<file path="config.mk">
export PLATFORM = sky130hd
export DESIGN_NAME = vga_timing_gen_flat
export DESIGN_NICKNAME = d
export VERILOG_FILES = /design/src/rtl/vga_timing_gen_if.sv /design/src/rtl/vga_timing_gen.sv /design/src/flat_wrapper.sv
export SDC_FILE = /design/constraint.sdc
export NUM_CORES = 1
export LEC_CHECK = 0
export CORE_MARGIN = 2
export CORE_UTILIZATION = 43
export DETAILED_ROUTE_END_ITERATION = 10
export PLACE_DENSITY = 0.73
export SLEW_MARGIN = 20
export SYNTH_ARGS = -nofsm -noshare
export SYNTH_HDL_FRONTEND = slang
export SYNTH_SLANG_ARGS = --single-unit
</file>
<file path="constraint.sdc">
create_clock -name clk -period 4.45 [get_ports clk]
set_input_delay 1.335 -clock clk [delete_from_list [all_inputs] [get_ports clk]]
set_output_delay 1.335 -clock clk [all_outputs]
set_load 0.02 [all_outputs]
</file>
<file path="src/rtl/vga_timing_gen_if.sv">
`default_nettype none
// ============================================================================
// Module      : vga_timing_gen_if
// Description : Video timing bus from the VGA timing generator to the
//               renderer and game logic (syncs, blanking, pixel position,
//               line/frame strobes).
// Revision    : 1.0 - initial release
// ============================================================================
interface vga_timing_gen_if;
  logic       hsync;
  logic       vsync;
  logic       blank_n;
  logic [9:0] x;
  logic [9:0] y;
  logic       line_start;
  logic       frame_start;

  // Timing generator side
  modport master (
    output hsync, vsync, blank_n, x, y, line_start, frame_start
  );

  // Consumer side (renderer, game logic)
  modport slave (
    input  hsync, vsync, blank_n, x, y, line_start, frame_start
  );
endinterface
`default_nettype wire

</file>
<file path="src/rtl/vga_timing_gen.sv">
`default_nettype none
// ============================================================================
// Module      : vga_timing_gen
// Description : 640x480@60 VGA timing generator running in the 50 MHz board
//               clock domain; advances one pixel per rising edge of the
//               25 MHz vga_clk, which is sampled as data.
// Revision    : 1.0 - initial release
// ============================================================================
module vga_timing_gen #(
  parameter int unsigned H_ACTIVE = 640,
  parameter int unsigned H_FP     = 16,
  parameter int unsigned H_SYNC   = 96,
  parameter int unsigned H_BP     = 48,
  parameter int unsigned V_ACTIVE = 480,
  parameter int unsigned V_FP     = 10,
  parameter int unsigned V_SYNC   = 2,
  parameter int unsigned V_BP     = 33,
  parameter bit          SYNC_POL = 1'b0
) (
  input  wire logic         clk,
  input  wire logic         resetn,
  input  wire logic         vga_clk,
  vga_timing_gen_if.master  vga
);

  localparam int unsigned H_TOTAL      = H_ACTIVE + H_FP + H_SYNC + H_BP;
  localparam int unsigned V_TOTAL      = V_ACTIVE + V_FP + V_SYNC + V_BP;
  localparam int unsigned H_SYNC_START = H_ACTIVE + H_FP;
  localparam int unsigned H_SYNC_END   = H_ACTIVE + H_FP + H_SYNC;
  localparam int unsigned V_SYNC_START = V_ACTIVE + V_FP;
  localparam int unsigned V_SYNC_END   = V_ACTIVE + V_FP + V_SYNC;
  localparam logic [9:0]  H_LAST       = 10'(H_TOTAL - 1);
  localparam logic [9:0]  V_LAST       = 10'(V_TOTAL - 1);

  // Both counters are 10 bits wide, so neither total may exceed 1024.
  generate
    if ((H_TOTAL > 1024) || (V_TOTAL > 1024)) begin : g_bad_totals
      $error("vga_timing_gen: H_TOTAL and V_TOTAL must not exceed 1024");
    end
  endgenerate

  logic       vga_clk_d_q;
  logic [9:0] h_count_q,     h_count_d;
  logic [9:0] v_count_q,     v_count_d;
  logic       hsync_q,       hsync_d;
  logic       vsync_q,       vsync_d;
  logic       blank_n_q,     blank_n_d;
  logic [9:0] x_q,           x_d;
  logic [9:0] y_q,           y_d;
  logic       line_start_q,  line_start_d;
  logic       frame_start_q, frame_start_d;

  logic        pix_tick;
  logic [9:0]  h_next;
  logic [9:0]  v_next;
  logic [31:0] h_wide;
  logic [31:0] v_wide;
  logic        active;

  // Next counter values and their decode; registers load only on a pixel tick.
  always_comb begin
    pix_tick = vga_clk & ~vga_clk_d_q;

    h_next = (h_count_q == H_LAST) ? 10'd0 : h_count_q + 10'd1;
    if (h_count_q == H_LAST) begin
      v_next = (v_count_q == V_LAST) ? 10'd0 : v_count_q + 10'd1;
    end else begin
      v_next = v_count_q;
    end

    // Widened copies keep comparisons correct when a boundary equals 1024.
    h_wide = 32'(h_next);
    v_wide = 32'(v_next);
    active = (h_wide < H_ACTIVE) && (v_wide < V_ACTIVE);

    // Levels hold between ticks; strobes are one clk wide.
    h_count_d     = h_count_q;
    v_count_d     = v_count_q;
    hsync_d       = hsync_q;
    vsync_d       = vsync_q;
    blank_n_d     = blank_n_q;
    x_d           = x_q;
    y_d           = y_q;
    line_start_d  = 1'b0;
    frame_start_d = 1'b0;

    if (pix_tick) begin
      h_count_d     = h_next;
      v_count_d     = v_next;
      hsync_d       = ((h_wide >= H_SYNC_START) && (h_wide < H_SYNC_END)) ? SYNC_POL : ~SYNC_POL;
      vsync_d       = ((v_wide >= V_SYNC_START) && (v_wide < V_SYNC_END)) ? SYNC_POL : ~SYNC_POL;
      blank_n_d     = active;
      x_d           = active ? h_next : 10'd0;
      y_d           = active ? v_next : 10'd0;
      line_start_d  = (h_next == 10'd0);
      frame_start_d = (h_next == 10'd0) && (v_next == 10'd0);
    end
  end

  // State and output registers; reset parks the counters one pixel before (0,0).
  always_ff @(posedge clk) begin
    if (!resetn) begin
      vga_clk_d_q   <= 1'b0;
      h_count_q     <= H_LAST;
      v_count_q     <= V_LAST;
      hsync_q       <= ~SYNC_POL;
      vsync_q       <= ~SYNC_POL;
      blank_n_q     <= 1'b0;
      x_q           <= 10'd0;
      y_q           <= 10'd0;
      line_start_q  <= 1'b0;
      frame_start_q <= 1'b0;
    end else begin
      vga_clk_d_q   <= vga_clk;
      h_count_q     <= h_count_d;
      v_count_q     <= v_count_d;
      hsync_q       <= hsync_d;
      vsync_q       <= vsync_d;
      blank_n_q     <= blank_n_d;
      x_q           <= x_d;
      y_q           <= y_d;
      line_start_q  <= line_start_d;
      frame_start_q <= frame_start_d;
    end
  end

  assign vga.hsync       = hsync_q;
  assign vga.vsync       = vsync_q;
  assign vga.blank_n     = blank_n_q;
  assign vga.x           = x_q;
  assign vga.y           = y_q;
  assign vga.line_start  = line_start_q;
  assign vga.frame_start = frame_start_q;

endmodule
`default_nettype wire

</file>
<file path="src/flat_wrapper.sv">
// flat-port wrapper written by rule: the top's interface ports become plain ports
module vga_timing_gen_flat 
#(
  parameter int unsigned H_ACTIVE = 640,
  parameter int unsigned H_FP     = 16,
  parameter int unsigned H_SYNC   = 96,
  parameter int unsigned H_BP     = 48,
  parameter int unsigned V_ACTIVE = 480,
  parameter int unsigned V_FP     = 10,
  parameter int unsigned V_SYNC   = 2,
  parameter int unsigned V_BP     = 33,
  parameter bit          SYNC_POL = 1'b0
)
  (clk, resetn, vga_clk, vga_hsync, vga_vsync, vga_blank_n, vga_x, vga_y, vga_line_start, vga_frame_start);
  vga_timing_gen_if vga_i ();
  input  wire logic clk;
  input  wire logic resetn;
  input  wire logic vga_clk;
  output wire logic [$bits(vga_i.hsync)-1:0] vga_hsync;
  output wire logic [$bits(vga_i.vsync)-1:0] vga_vsync;
  output wire logic [$bits(vga_i.blank_n)-1:0] vga_blank_n;
  output wire logic [$bits(vga_i.x)-1:0] vga_x;
  output wire logic [$bits(vga_i.y)-1:0] vga_y;
  output wire logic [$bits(vga_i.line_start)-1:0] vga_line_start;
  output wire logic [$bits(vga_i.frame_start)-1:0] vga_frame_start;
  assign vga_hsync = vga_i.hsync;
  assign vga_vsync = vga_i.vsync;
  assign vga_blank_n = vga_i.blank_n;
  assign vga_x = vga_i.x;
  assign vga_y = vga_i.y;
  assign vga_line_start = vga_i.line_start;
  assign vga_frame_start = vga_i.frame_start;
  vga_timing_gen #(.H_ACTIVE(H_ACTIVE), .H_FP(H_FP), .H_SYNC(H_SYNC), .H_BP(H_BP), .V_ACTIVE(V_ACTIVE), .V_FP(V_FP), .V_SYNC(V_SYNC), .V_BP(V_BP), .SYNC_POL(SYNC_POL)) u_core (.clk(clk), .resetn(resetn), .vga_clk(vga_clk), .vga(vga_i));
endmodule
</file>
Word-level counts from Yosys, hierarchy flattened. Index checks and enable logic that the tools add are counted.

Output and inout bits: 25. Input bits: 3. Word-level logic and storage cells: 36. Register bits: 46.

Bitwise logic cells: 2. Add/subtract/negate cells: 2. Multiplexer cells: 7. Reductions and logical operators: 7. Equal/unequal tests: 2. $lt $le $gt $ge: 6.

Operator list (number): two-way mux 10 bit (5); adder 10 x 1 -> 10 bit, second input constant (2); equality test 10 bit, second input constant (2); logical NOT 10 bit (2); < comparator 10 bit, second input constant (2); < comparator 10 x 9 -> 1 bit, second input constant (2); greater-or-equal comparator 10 bit, second input constant (1); greater-or-equal comparator 10 x 9 -> 1 bit, second input constant (1); logical AND 1 bit (4); two-way mux 1 bit (2); AND reduction 2 bit (1); AND 1 bit (1); NOT 1 bit (1).

Longest topological paths before layout. Gate-level depths: netlist (run 1).

Depth after elaboration: 6. Depth in mapped cells: 11. Mapped depth without buffers: 8.

Worst setup path before layout (run 1). No wires, ideal clock.

Kind: flip-flop to flip-flop. Start: reg u_core.h_count_q[0]. End: reg u_core.y_q[1], in the netlist u_core.vga.y[1]. Slack: 1663 ps. Arrival time: 2666 ps. Stages on the path, launching flop included: 11. Path buffers: 3. Period minus slack after synthesis: 2787 ps. Required time: 4329 ps. Library setup time: 121 ps. Cells stage by stage: dfxtp_1 ha_1 buf_2 nand4_1 or3_4 or4_1 a21oi_2 or4_1 buf_2 buf_6 o21ai_2.

Longest elaborated chain between the ends: 5. Elaborated cells between the ends (all ways): 8. Classes of those cells: add/sub: 1; order compare: 2; eq/ne: 1; mux: 3; reduce/logical: 1.

RTL lines: start, declared (line vga_timing_gen.sv:43) `logic [9:0] h_count_q, h_count_d;`; start signal, assigned (line vga_timing_gen.sv:115) `h_count_q <= h_count_d;`; adder 10 x 1 -> 10 bit / equality test 10 bit (equally long branches) (line vga_timing_gen.sv:64, vga_timing_gen.sv:65); two-way mux 10 bit, on equally long branches (line vga_timing_gen.sv:64, vga_timing_gen.sv:65); < comparator 10 bit / < comparator 10 x 9 -> 1 bit (equally long branches) (line vga_timing_gen.sv:74) `active = (h_wide < H_ACTIVE) && (v_wide < V_ACTIVE);`; logical AND 1 bit (line vga_timing_gen.sv:74); two-way mux 10 bit (*) (line vga_timing_gen.sv:94) `y_d = active ? v_next : 10'd0;`; end signal, assigned (line vga_timing_gen.sv:121) `y_q <= y_d;`; end, declared (line vga_timing_gen.sv:49) `logic [9:0] y_q, y_d;`.

Mark *: on every way between the ends. The rest lies on a longest branch, timed or not. A chain may end at the register's enable or synchronous reset.

Final worst setup path (run 1).
Start: reg u_core.h_count_q[0]. End: reg u_core.y_q[8], in the netlist u_core.vga.y[8].

Same word-level chain as after synthesis.

==> results of run 1 <==
==> final cells by class <==
cell class,count,area share
Inverter,8,0.0109
Timing Repair Buffer,32,0.112
Tap cell,72,0.0327
Sequential cell,46,0.334
Multi-Input combinational cell,213,0.480
Clock buffer,6,0.0300
==> cells in the mapped netlist, types with 3 or more instances <==
| cell | count | area (sq um) |
|---|---|---|
| a21oi_1 | 13 | 65.1 |
| and3_1 | 4 | 25.0 |
| buf_2 | 6 | 30.0 |
| clkbuf_1 | 15 | 56.3 |
| dfxtp_1 | 46 | 921 |
| ha_1 | 3 | 37.5 |
| inv_1 | 8 | 30.0 |
| nand2_1 | 40 | 150 |
| nand3_1 | 14 | 70.1 |
| nand3b_1 | 3 | 22.5 |
| nand4_1 | 8 | 50.1 |
| nor2_1 | 20 | 75.1 |
| nor3_1 | 7 | 35.0 |
| nor4_1 | 3 | 18.8 |
| o211ai_1 | 5 | 37.5 |
| o21ai_0 | 16 | 80.1 |
| o21ai_2 | 9 | 78.8 |
| o31ai_1 | 3 | 22.5 |
| or3_1 | 3 | 18.8 |
| or4_1 | 6 | 45.0 |
| xnor2_1 | 9 | 78.8 |
| xor2_1 | 10 | 87.6 |
==> path summary, 6_finish.rpt <==
check	startpoint	end	slack (ns)
worst min register to register	u_core.vga.blank_n	u_core.vga.blank_n	0.46
worst max-delay path	u_core.h_count_q[0]	u_core.vga.y[8]	0.91
worst max register to register	u_core.h_count_q[0]	u_core.vga.y[8]	0.91
worst min-delay path	u_core.vga.blank_n	u_core.vga.blank_n	0.46
==> worst max-delay path: cells and delay by family (launching register included) <==
family	cells	cell delay, ns
flops	1	0.47
simple gates	4	2.12
fa+ha+maj	1	0.36
compound gates	2	0.44
==> power by group through the flow <==
| stage | clock [W] | sequential [W] | combinational (W) |
|---|---|---|---|
| 2_1_floorplan | 0 | 0.000457 | 0.000150 |
| 3_3_place_gp | 0 | 0.000464 | 0.000192 |
| 3_5_place_dp | 0 | 0.000465 | 0.000194 |
| 4_1_cts | 0.000262 | 0.000456 | 0.000195 |
| 5_1_grt | 0.000278 | 0.000460 | 0.000220 |
| 6_report | 0.000252 | 0.000456 | 0.000196 |
==> kinds of logic (layout without fill, tap and decap cells) <==
| group | count (synthesis) | after routing |
|---|---|---|
| buffers and inverters | 31 | 46 |
| multiplexers | 1 | 1 |
| XOR/XNOR | 19 | 19 |
| AO/OA/AOI/OAI | 63 | 63 |
| flip-flops | 46 | 46 |
| adder cells (fa/ha/maj) | 3 | 3 |
| AND/OR/NAND/NOR | 127 | 127 |
==> state kept, by name, summed over array words and instances, names as in the netlist <==
register	count
u_core.vga_clk_d_q	1
u_core.vga.line_start	1
u_core.vga.hsync	1
u_core.vga.x	10
u_core.vga.blank_n	1
u_core.vga.y	10
u_core.vga.vsync	1
u_core.h_count_q	10
u_core.v_count_q	10
u_core.vga.frame_start	1
==> metrics by stage <==
| stage | std cells | hold WS [ns] | instance area, sq um |
|---|---|---|---|
| finish | 377 | 0.455 | 2760 |
| global route | 377 | 0.478 | 2760 |
| CTS | 377 | 0.462 | 2760 |
| detailed placement | 371 | 0.444 | 2670 |
| global placement | 371 | 0.434 | 2670 |
| floorplan | 290 | 0.498 | 2380 |
==> layer usage <==
layer | vias to the layer above | track usage | part of all wire
met5 | - | 0 | 0
met4 | 0 | 0.0702 | 0.015
met3 | 9 | 0.0368 | 0.045
met2 | 59 | 0.279 | 0.45
met1 | 965 | 0.250 | 0.49
li1 | 1059 | - | -
==> metrics.yaml, run 1 <==
synth:
  synth_xor_area_frac: 0.0700
  yosysSeqAreaShare: 0.388
  ys.flop_type: "dfxtp_1"
  synthArstFlopShare: 0
  syn_avg_cell_area_sq_um: 8.19
  synth_cell_type_count: 54
  synthesis.nets: 296
  synth-edff-count: 0
  synthAdderAreaFrac: 0.0158
  synth_top_family_by_area: "simple AND/OR/NAND/NOR gates"
  ys_warn_count: 0
  synth-simple-area-share: 0.284
  syn-instance-count: 290
  synth_mux_area_frac: 0.00421
  synthesis.area_sq_um: 2380
  synth_compound_area_frac: 0.183
  synth-seq-cells: 46
power_and_ir_drop:
  power_w: 0.000904
  switching_power_w: 0.000280
  p_int_w: 0.000624
  sw_frac_of_total: 0.310
  p_comb_frac: 0.217
  power_density_nw_per_um2: 328
  p_clk_frac: 0.279
  p_leak_nw: 0.981
  seq_power_share: 0.505
  irDropWorstVdd_v: 0.000166
global_routing:
  grt_util_all_layers: 0.181
  grt_pass1_wl_microns: 8930
  grt-ovfl-total: 0
  antenna_found_initial: 0
  grt_pass1_vias: 1867
  grt_max_degree: 18
route:
  drtIter0Drc: 127
  drt-total-wl_microns: 5230
  wl_per_cell_microns: 13.9
  antenna_left: 0
  drc_errors: 0
  via_per_inst: 5.55
  vias: 2092
  firstDrtPassIters: 4
sta:
  relSlewSlack: 0.476
  hold_viol_final: 0
  setup-tns-final_ns: 0
  fin_skew_ns: 0.00690
  setup_slack_ns: 0.915
  setup_viol: 0
  max_slew.worst_pin.slew_ns: 0.786
  rsz0062_at_grt: "false"
  finalCriticalPeriod_ns: 3.54
  finalCritPeriodShare: 0.794
  maxSlewViolCount: 0
  fmax_mhz: 283
worst_setup_path:
  rr_worst_depth: 7
  critPathSlowestCell: "or4_1"
  required_ns: 4.60
  crit_top_cell: "or4_1"
  crit_type: "register to register"
  cp-end-kind: "register"
  worstSetupStartpointType: "register"
  critical-path-max-stage-delay_ns: 0.67
  cp_cell_sequence: "ha_1, nand4_1, or3_4, or4_1, a21oi_2, or4_1, o21ai_0"
  crit_fanout: 17
  worstPathArrival_ns: 3.69
finish:
  fill_cells: 556
  multiInputGateArea_sq_um: 1320
  regArea_sq_um: 921
  diodes: 0
  nNetsFinal: 312
  final_common_cell: "dfxtp_1"
  mostFrequentLayoutCells: "46 x dfxtp_1, 40 x nand2_1, 27 x clkdlybuf4s50_1"
  area.growth.synth_to_final_pct: 16.0
  fin_util: 0.510
  drive_above_1_share: 0.0951
placed_design:
  port_buffers: 27
  dpl.hpwl_microns: 3730
  post-place-ws_ns: 0.885
  gp_congestion: 0.873
run_status:
  status: "finished, final reports clean"
clock_tree:
  cts-root-buf: "clkbuf_8"
  clock_path_buffers: 2
  clock_sinks: 46
  cts_setup_buffers: 0
  cts_tree: "done"
  cts_resized: 0
  numCtsBuffers: 5
  cts_hold_buf: 0
  clk_latency_ns: 0.29
  cts-htree-levels: 2
  clk_pin_slew_ns: 0.08
die:
  core_area_sq_um: 5410
  die-height_microns: 78.3
  start_util: 0.440
  core.rowCount: 27
  die_x_microns: 78.3
  dieArea_sq_um: 6140
  ios: 28
run:
  maxCapViolations: 0
min_path:
  whs_path_depth: 2
  hold_path_class: "register to register"
No activity file was read; power rests on OpenSTA's default activity.
==> run 2: changes to the inputs <==
==> constraint.sdc (replaced) <==
create_clock -name clk -period 3.3 [get_ports clk]
set_input_delay 0.99 -clock clk [delete_from_list [all_inputs] [get_ports clk]]
set_output_delay 0.99 -clock clk [all_outputs]
set_load 0.02 [all_outputs]
==> run 2 against run 1 <==
Core utilization grew 0.93 points. Highest routed layer unchanged. Count of clock-buffer cells in the layout is the same. Critical path depth grew 2. Wire length grew 3.6%. Die area is the same. Register-to-register slack lost 0.44 ns. Global-route usage grew 0.61 points. Clock skew is essentially flat.
==> metrics.yaml, run 2 (synthesis results as in run 1) <==
sta:
  setup-tns-final_ns: 0
  hold_ws_ns: 0.448
  fin_skew_ns: 0.00705
  fmax_mhz: 353
  rsz0062_at_grt: "false"
  maxSlewViolCount: 0
  hold_viol_final: 0
  setup_viol: 0
  relSlewSlack: 0.568
  max_slew.worst_pin.slew_ns: 0.643
  finalCriticalPeriod_ns: 2.83
  finalCritPeriodShare: 0.857
clock_tree:
  cts_resized: 0
  clk_pin_slew_ns: 0.08
  cts-root-buf: "clkbuf_8"
  clock_path_buffers: 2
  clk_latency_ns: 0.30
  cts_setup_buffers: 0
  cts_hold_buf: 0
  numCtsBuffers: 5
  clock_sinks: 46
  cts_tree: "done"
  cts-htree-levels: 2
route:
  drt-total-wl_microns: 5420
  vias: 2126
  via_per_inst: 5.52
  antenna_left: 0
  wl_per_cell_microns: 14.1
  drc_errors: 0
  drtIter0Drc: 123
  firstDrtPassIters: 4
global_routing:
  grt_pass1_wl_microns: 9090
  antenna_found_initial: 0
  grt-ovfl-total: 0
  grt_max_degree: 18
  grt_util_all_layers: 0.187
  grt_pass1_vias: 1844
worst_setup_path:
  cp-end-kind: "register"
  worstSetupStartpointType: "register"
  crit_fanout: 17
  crit_path_start: "u_core.h_count_q[0]"
  worstPathArrival_ns: 3.04
  reg2reg_from: "u_core.h_count_q[0]"
  crit_type: "register to register"
  required_ns: 3.51
finish:
  nNetsFinal: 319
  mostFrequentLayoutCells: "46 x dfxtp_1, 40 x nand2_1, 27 x clkdlybuf4s50_1"
  final_common_cell: "dfxtp_1"
  finalNonFillerCells: 385
  design_area_sq_um: 2810
  drive_above_1_share: 0.115
  diodes: 0
  area.growth.synth_to_final_pct: 18.1
placed_design:
  place_inst: 378
  gp_congestion: 0.890
  port_buffers: 27
  dpl.hpwl_microns: 4020
  dpl-instance-area_sq_um: 2730
die:
  dieArea_sq_um: 6140
  start_util: 0.440
  ios: 28
  core.rowCount: 27
  core_area_sq_um: 5410
  die-height_microns: 78.3
  die_x_microns: 78.3
power_and_ir_drop:
  power_w: 0.00122
  power_density_nw_per_um2: 433
  p_leak_nw: 1.01
  irDropWorstVdd_v: 0.000176
min_path:
  hold_path_class: "register to register"
  hold_start: "u_core.vga.blank_n"
run:
  maxCapViolations: 0
run_status:
  status: "finished, final reports clean"
run 2: cell count changes in the layout (fill, tap and decap cells not counted), sizes merged:
| cell | before | now |
|---|---|---|
| buf | 5 | 12 |
| clkinvlp | 0 | 1 |
run 2: worst max-delay path, stage by stage, from the launching register on:
cell,delay (ns)
dfxtp_1,0.45
ha_1,0.21
nand4_1,0.20
buf_4,0.23
a21o_1,0.15
a21oi_1,0.33
a21boi_0,0.19
or4_1,0.53
buf_4,0.23
o31ai_1,0.24
run 2: path summary, 6_finish.rpt:
path / endpoint / slack [ns] / cells after the start
worst max-delay path: u_core.vga.x[5] / 0.47 / 9
worst max register to register: u_core.vga.x[5] / 0.47 / 9
worst min-delay path: u_core.vga.blank_n / 0.45 / 2
worst min register to register: u_core.vga.blank_n / 0.45 / 2
run 2: metrics by stage:
step / util / setup slack, ns
final: 0.519 / 0.471
after global routing: 0.519 / 0.260
after detailed placement: 0.504 / 0.499
after floorplan: - / 0.513
after CTS: 0.519 / 0.476
after global placement: 0.504 / 0.537
run 2: power breakdown:
| group | switching (W) | internal, W | leakage [nW] |
|---|---|---|---|
| registers | 0.0000372 | 0.000578 | 0.374 |
| logic | 0.000169 | 0.000109 | 0.597 |
| clock network | 0.000177 | 0.000145 | 0.0373 |
| total | 0.000383 | 0.000833 | 1.01 |
run 2: routing by layer:
layer / GRT usage / part of all wire / vias up
li1: - / - / 1065
met1: 0.261 / 0.48 / 993
met2: 0.286 / 0.45 / 62
met3: 0.0391 / 0.062 / 6
met4: 0.0684 / 0.010 / 0
met5: 0 / 0 / -
run 2: layout make-up:
| type | count | area [sq um] |
|---|---|---|
| flip-flops and latches | 46 | 921 |
| repair buffers | 39 | 360 |
| fillers | 535 | 2600 |
| clock buffers | 6 | 72.6 |
| multi-input cells | 213 | 1320 |
| well taps | 72 | 90.1 |
| clock inverters | 1 | 7.51 |
| inverters | 8 | 30.0 |
==> run 3: changes to the inputs <==
--- a/config.mk
+++ b/config.mk
@@ -8,7 +8,8 @@
 export CORE_MARGIN = 2
 export CORE_UTILIZATION = 43
 export DETAILED_ROUTE_END_ITERATION = 10
-export PLACE_DENSITY = 0.73
+export PLACE_DENSITY = 0.75
+export REMOVE_ABC_BUFFERS = 1
 export SLEW_MARGIN = 20
 export SYNTH_ARGS = -nofsm -noshare
 export SYNTH_HDL_FRONTEND = slang
==> constraint.sdc (replaced) <==
create_clock -name clk -period 2.5 [get_ports clk]
set_input_delay 0.75 -clock clk [delete_from_list [all_inputs] [get_ports clk]]
set_output_delay 0.75 -clock clk [all_outputs]
set_load 0.02 [all_outputs]
==> run 3 against run 2 <==
Core utilization increased by 6.6 points. First-iteration DRC count up 100%. Sequential power rose by 28%. Hold slack lost 0.0059 ns. Global-route usage grew 1.1 points. Cell count increased by 8.8%. Largest cell class unchanged. Largest power group unchanged.
==> metrics.yaml, run 3 (synthesis results as in run 1) <==
power_and_ir_drop:
  power_w: 0.00173
  p_leak_nw: 1.20
  irDropWorstVdd_v: 0.000340
  power_density_nw_per_um2: 548
worst_setup_path:
  rr_worst_depth: 7
  r2r_slack_ns: 0.02
  worstPathArrival_ns: 2.70
  path_buf_inv: 1
  worstSetupStartpointType: "register"
  r2r-end: "u_core.vga.x[5]"
  path_delay_family: "simple AND/OR/NAND/NOR gates"
  crit_path_start: "u_core.h_count_q[5]"
  critical-path-max-stage-delay_ns: 0.56
  critPathSlowestCell: "or4_4"
  crit_fanout: 9
  cp_cell_sequence: "or3b_1, or3_4, o31ai_4, a21oi_2, or4_4, buf_6, o31ai_2"
  reg2reg_from: "u_core.h_count_q[5]"
  required_ns: 2.72
  crit_type: "register to register"
  cp-end-kind: "register"
clock_tree:
  cts-htree-levels: 2
  cts_tree: "done"
  clk_latency_ns: 0.30
  clk_pin_slew_ns: 0.08
  clock_path_buffers: 2
  clock_sinks: 46
  numCtsBuffers: 5
  cts-root-buf: "clkbuf_8"
finish:
  nNetsFinal: 354
  drive_above_1_share: 0.239
  fin_util: 0.584
  fill_cells: 506
  diodes: 0
  area.growth.synth_to_final_pct: 33.0
  mostFrequentLayoutCells: "44 x buf_4, 44 x dfxtp_1, 40 x nand2_1"
sta:
  relSlewSlack: 0.730
  setup_slack_ns: 0.0245
  fmax_mhz: 404
  max_slew.worst_pin.slew_ns: 0.404
  setup_viol: 0
  maxSlewViolCount: 0
  hold_viol_final: 0
  finalCritPeriodShare: 0.990
  finalCriticalPeriod_ns: 2.48
  rsz0062_at_grt: "true"
  fin_skew_ns: 0.00526
die:
  dieArea_sq_um: 6140
  start_util: 0.440
  core.rowCount: 27
  core_area_sq_um: 5410
  die_x_microns: 78.3
  ios: 28
  die-height_microns: 78.3
min_path:
  hold_start: "u_core.vga.blank_n"
  whs_path_depth: 2
  hold_path_class: "register to register"
  min_to: "u_core.vga.blank_n"
placed_design:
  post-place-ws_ns: -0.00787
  port_buffers: 27
  gp_congestion: 0.892
  dpl.hpwl_microns: 4390
global_routing:
  grt_pass1_wl_microns: 9740
  grt_util_all_layers: 0.198
  grt_max_degree: 17
  antenna_found_initial: 0
  grt_pass1_vias: 2096
  grt-ovfl-total: 0
route:
  via_per_inst: 5.47
  m1WireLength_microns: 2650
  drt-total-wl_microns: 6120
  top_layer_used: "met4"
  vias: 2293
  met2_length_microns: 3030
  drc_errors: 0
  antenna_left: 0
  wl_per_cell_microns: 14.6
  drtIter0Drc: 251
  firstDrtPassIters: 4
  dr_wl_met3_microns: 352
run:
  maxCapViolations: 0
run_status:
  status: "finished, final reports clean"
run 3: cell count changes in the layout (fill, tap and decap cells not counted), sizes merged:
cell / previous run / this run
buf: 12 / 47
clkinvlp: 1 / 0
run 3: per-stage QoR:
stage | setup TNS [ns] | std cells | cell area [sq um] | hold slack, ns
after floorplan | -16.93 | 267 | 2270 | 0.498
after global placement | 0 | 409 | 2970 | 0.432
after detailed placement | -0.0110 | 409 | 2970 | 0.435
after CTS | 0 | 415 | 3060 | 0.447
after global routing | -0.0958 | 419 | 3160 | 0.477
final | 0 | 419 | 3160 | 0.443
run 3: area by class of cell:
| type | instances | area [sq um] | share of cell area |
|---|---|---|---|
| Inverter | 8 | 30.0 | 0.00950 |
| Sequential cell | 46 | 923 | 0.292 |
| Timing Repair Buffer | 74 | 643 | 0.204 |
| Multi-Input combinational cell | 213 | 1390 | 0.440 |
| Clock buffer | 6 | 82.6 | 0.0261 |
| Tap cell | 72 | 90.1 | 0.0285 |
run 3: worst max-delay path by stage:
stage | slack, ns | cells after the start | endpoint
floorplan | -0.95 | 7 | u_core.vga.x[3]
global placement | 0.03 | 6 | u_core.vga.x[0]
detailed placement | -0.008 | 7 | u_core.vga.x[5]
CTS | 0.004 | 7 | u_core.vga.x[7]
global route | -0.04 | 7 | u_core.vga.x[3]
finish | 0.02 | 7 | u_core.vga.x[5]
run 3: worst reg2reg max path: cells and delay by family, from the launching register on:
| kind | cells | cell delay (ns) |
|---|---|---|
| compound gates | 3 | 0.53 |
| buf+inv | 1 | 0.17 |
| flops | 1 | 0.34 |
| simple gates | 3 | 1.36 |
run 3: per-layer routing:
| layer | up-vias | GRT usage |
|---|---|---|
| li1 | 1150 | - |
| met1 | 1070 | 0.263 |
| met2 | 64 | 0.334 |
| met3 | 9 | 0.0379 |
| met4 | 0 | 0.0474 |
| met5 | - | 0 |
run 3: timing repair:
item                                    in CTS  in global routing
gates cloned                                 0                  0
buffers inserted                             0                  4
gates resized for setup                      2                 17
endpoints found under the setup margin       5                 19
pin swaps                                    1                  5
hold buffers                                 0                  0
run 3: power breakdown:
group          internal (W)  total [W]  switching (W)
Clock              0.000214   0.000450       0.000237
Combinational      0.000211   0.000494       0.000283
Sequential         0.000764   0.000788      0.0000241
